**src/rtl/enc_onehot2bin.sv**
```systemverilog
// Registered one-hot to binary encoder with valid/ready on both sides and a saturating error counter.
// Define ONEHOT2BIN_STRICT_EN to treat multi-hot input as an error; otherwise it priority-encodes to the lowest set bit.
module enc_onehot2bin #(
    parameter int WIDTH = 15,
    parameter int BIN_W = 4,
    parameter int CNT_W = 8
) (
    input  logic             clk,
    input  logic             rst,
    input  logic             in_valid,
    output logic             in_ready,
    input  logic [WIDTH-1:0] in,
    output logic             out_valid,
    input  logic             out_ready,
    output logic [BIN_W-1:0] out,
    output logic             out_err,
    input  logic             err_clr,
    output logic [CNT_W-1:0] err_cnt
);

    // Handshake: a beat transfers on any rising edge where valid && ready are both 1.
    // in_ready depends combinationally on out_ready so a full register can be
    // drained and refilled on the same edge; it is held low during reset.

    logic [BIN_W-1:0] dec_idx;
    logic [BIN_W-1:0] dec_bin;
    logic             dec_zero;
    logic             dec_err;
    logic             in_accept;

    // Scanning downward leaves the lowest set index in dec_idx.
    always_comb begin
        dec_idx = '0;
        for (int i = WIDTH - 1; i >= 0; i--) begin
            if (in[i]) begin
                dec_idx = BIN_W'(i);
            end
        end
    end

    assign dec_zero = (in == '0);

`ifdef ONEHOT2BIN_STRICT_EN
    logic dec_multi;
    assign dec_multi = |(in & (in - WIDTH'(1)));
    assign dec_err   = dec_zero | dec_multi;
    assign dec_bin   = dec_err ? '0 : dec_idx;
`else
    assign dec_err   = dec_zero;
    assign dec_bin   = dec_idx;
`endif

    assign in_ready  = rst && (!out_valid || out_ready);
    assign in_accept = in_valid && in_ready;

    always_ff @(posedge clk) begin
        if (!rst) begin
            out_valid <= 1'b0;
            out       <= '0;
            out_err   <= 1'b0;
        end else if (in_accept) begin
            out_valid <= 1'b1;
            out       <= dec_bin;
            out_err   <= dec_err;
        end else if (out_valid && out_ready) begin
            out_valid <= 1'b0;
        end
    end

    // Clear wins over a coincident increment; the count sticks at all-ones.
    always_ff @(posedge clk) begin
        if (!rst) begin
            err_cnt <= '0;
        end else if (err_clr) begin
            err_cnt <= '0;
        end else if (in_accept && dec_err && (err_cnt != '1)) begin
            err_cnt <= err_cnt + CNT_W'(1);
        end
    end

endmodule

```
**config.mk**
```make
export PLATFORM = sky130hd
export DESIGN_NAME = enc_onehot2bin
export DESIGN_NICKNAME = d
export VERILOG_FILES = /design/src/rtl/enc_onehot2bin.sv
export SDC_FILE = /design/constraint.sdc
export NUM_CORES = 1
export LEC_CHECK = 0
export ABC_AREA = 1
export CORE_MARGIN = 4
export CORE_UTILIZATION = 38
export DETAILED_ROUTE_END_ITERATION = 6
export MAX_ROUTING_LAYER = met4
export PLACE_DENSITY_LB_ADDON = 0.2
export SYNTH_ARGS = -nofsm -noshare
export SYNTH_HDL_FRONTEND = slang
export SYNTH_SLANG_ARGS = --single-unit
```
**constraint.sdc**
```tcl
create_clock -name clk -period 1.7 [get_ports clk]
set_input_delay 0.51 -clock clk [delete_from_list [all_inputs] [get_ports clk]]
set_output_delay 0.51 -clock clk [all_outputs]
set_load 0.005 [all_outputs]
```
==> results summary <==
The H-tree depth came out at 1. Counting every sink on the clock net gives 14. The residual DRC count came out at 0. The global-route usage over all layers came out at 0.160. The root buffer cell chosen for the clock tree is sky130_fd_sc_hd__clkbuf_4. The per-cell via count in the routed design came out at between 4 and 5. STA classifies the critical path startpoint as a register. The number of buffer and inverter instances along the worst setup path is 1. The instance count of the mapped netlist came out at 133. Leaving out fill and tap cells, the most frequent cells in the layout are sky130_fd_sc_hd__nand2_1 (33), sky130_fd_sc_hd__buf_4 (27), sky130_fd_sc_hd__inv_1 (23), sky130_fd_sc_hd__clkdlybuf4s50_1 (13), sky130_fd_sc_hd__a21oi_1 (12). The initial antenna violation count is 0. The xor/xnor cell area share of the yosys netlist came out at 0.0201. The number of pins exceeding their max-slew limit in the final report is 0. Once layout is complete, the cells apart from fillers number roughly 230. The met2 usage is 0.306. The final-report hold violation count is 0. The I/O pin count is 35. The worst setup path is of the register to output pin kind.

The total via count in the routed design is 1060. On the final layout, the worst hold slack is 451 ps. The net count after synthesis is ~150. The area growth from synthesis to layout came out at 75.5%. The total stage count of the critical path came out at 1.

The delay of the slowest cell on the worst path is 500 ps. Clock skew on the completed layout was measured at 0.357 ps. The slew of the pin with the lowest slew margin is about 260 ps. The upper clock frequency limit came out at just over 600 MHz. The data required time at the worst endpoint is 1190 ps.

The via count of the first global-routing pass came to just over 1000. The detailed-router iteration count before antenna repair came out at 4. For the worst setup path, the data arrival time is around 1200 ps.

The total congestion overflow after global routing is 0. Summed over all layers, the routed wires come to roughly 2500 µm. Leaving out fill and tap cells, the most frequent cell in the layout is sky130_fd_sc_hd__nand2_1. TritonCTS built the clock tree. The count of cell types in the netlist came out at 23. The global-route layer with the greatest usage is met2. For this design the ratio of total power to cell area is 459 nW/µm². The worst setup path startpoint is err_cnt[6]. Of the total synthesized cell area, the portion taken by AND, OR, NAND and NOR gates is 0.414. The fraction of the cycle the final worst path needs came out at 0.974.

The mean cell area of the mapped netlist is about 6.5 µm². The core footprint is between 2000 and 2500 µm². The number of port buffers came out at 34. The worst setup margin is roughly 44 ps. The net count of the finished layout came out at between 200 and 250. The buffer depth of the longest clock path is 2. STA classifies the critical path endpoint as an output pin.

The most used flip-flop cell after synthesis is sky130_fd_sc_hd__dfxtp_1. The share of synthesized area occupied by flip-flops and latches came out at 0.322. The critical path goes through clkdlybuf4s50_1. The met1 routing resource usage after global routing came out at 0.169.

The starting density of the core is 0.397. The placed cell count is 205. The termination of the worst setup path is err_cnt[6]. The pin count of the biggest net entering global routing is 9. The number of clock buffers added by TritonCTS is 3.

The global-route met3 utilization is 0.0534. The setup slack at placement came out at -559 ps. Synthesis inferred 14 register bits. The row count is 17. The netlist area before placement is just under 900 µm². The count of synthesis-stage warnings from yosys is 0. In this run the critical register-to-register path is captured at err_cnt[5]. In the final layout, the share of cells above drive strength 1 is 0.348. The die extent in y is ~56 µm. The highest ir drop seen on vdd came out at 0.562 mV.

The estimated wirelength of the detail-placed design is roughly 1700 µm. The mux contribution to synthesized area is 0. The final setup violation count is 0. The fraction of registers with async set or reset after synthesis came out at 0. The kind of cell with the highest combined delay along the critical path is buffers and inverters. The global-route wire length before repair is approximately 4100 µm.

The die covers slightly above 3000 µm². The worst slew margin relative to its limit came out at 0.828. The horizontal die dimension is ~56 µm. The first routing iteration left 13 violations. In the final routed layout, each cell accounts on average for around 11 µm. The number of diodes came out at 0. The startpoint of the lowest-slack register-to-register path is err_cnt[1].

Across the run, the number of max-cap violations was 0. The number of enable-type register cells in the synthesized netlist came out at 0. Of the total synthesized cell area, the portion taken by full adders, half adders and majority gates is 0.0144. The fraction of the mapped netlist area in compound gates came out at 0.106. The run finished with clean final reports.

The leakage power summed over all cells is 0.760 nW. The maximum fanout count along the critical path came out at 4. The time the final worst path needs with I/O delays and setup is 1660 ps. The worst hold path belongs to the class register to register.

The CTS clock-pin slew for the worst setup and hold paths is 80 ps. The worst register-to-register path has a setup slack of roughly 120 ps. In this run, post-CTS hold repair placed 0 buffers.

The insertion delay to the later sink of the worst-skew pair is around 270 ps. The largest individual stage delay along the critical path comes from the cell sky130_fd_sc_hd__clkdlybuf4s50_1. The residual antenna-violating net count after detailed routing came out at 0.

The depth of the worst register-to-register path came out at 8. The worst hold path was traced through 2 stages. After synthesis, the largest family of logic cells by area is simple AND/OR/NAND/NOR gates. The routability congestion estimate from global placement came out at around 0.74.
-- what timing repair did --
| action | CTS | global route |
|---|---|---|
| gates resized for setup | 33 | 34 |
| pin swaps | 13 | 19 |
| endpoints found under the setup margin | 14 | 16 |
| setup buffers | 12 | 5 |
-- synthesized netlist by cell type (2+ instances only) --
cell,count,area share
sky130_fd_sc_hd__a21oi_1,12,0.069
sky130_fd_sc_hd__nand2_1,33,0.14
sky130_fd_sc_hd__nand3_1,7,0.040
sky130_fd_sc_hd__dfxtp_1,14,0.32
sky130_fd_sc_hd__o21ai_0,5,0.029
sky130_fd_sc_hd__nand4_1,2,0.014
sky130_fd_sc_hd__nand2_2,4,0.029
sky130_fd_sc_hd__nand3_2,2,0.023
sky130_fd_sc_hd__xor2_1,2,0.020
sky130_fd_sc_hd__nor2_1,14,0.060
sky130_fd_sc_hd__inv_1,26,0.11
-- cells by family after synthesis --
logic type / count (synthesis)
buf+inv: 28
xor+xnor: 2
flops: 14
compound gates: 18
simple gates: 70
fa+ha+maj: 1
-- through the flow --
step            util  TNS (ps)  power [W]  area [µm²]
2_1_floorplan      -         0   0.000388         870
3_3_place_gp   0.603     -4120   0.000464        1320
3_5_place_dp   0.603     -4380   0.000468        1320
4_1_cts        0.665         0   0.000706        1460
5_1_grt        0.697     -23.3   0.000740        1530
6_report       0.697         0   0.000701        1530
-- routing by layer --
metal	wire, µm	vias up	part of all wire
met1	1000	481	0.40
met3	140	4	0.056
li1	-	547	-
met4	34	0	0.014
met2	1340	28	0.53
met5	0	-	0
-- final cells by class --
class | count | area, µm²
fillers | 192 | 664
inverters | 28 | 108
multi-input cells | 91 | 541
well taps | 28 | 35.0
repair buffers | 61 | 509
flip-flops and latches | 14 | 298
clock buffers | 4 | 36.3
-- flip-flops by register name, indices dropped and copies added, names as in the netlist --
register and flops:
err_cnt 8, out 4, out_err 1, out_valid 1
-- power by group --
| part | leakage (nW) | internal, W | switching [W] |
|---|---|---|---|
| clock network | 0.0210 | 0.000130 | 0.000102 |
| logic | 0.621 | 0.0000742 | 0.0000650 |
| registers | 0.118 | 0.000327 | 0.00000272 |
-- worst min path at each step --
stage	start	endpoint
after floorplan	out[0]	out[0]
after global placement	out[0]	out[0]
after detailed placement	out[3]	out[3]
after CTS	out[3]	out[3]
after global routing	err_cnt[5]	err_cnt[5]
final	err_cnt[5]	err_cnt[5]
Note: power is estimated with default switching activity, not from simulation.
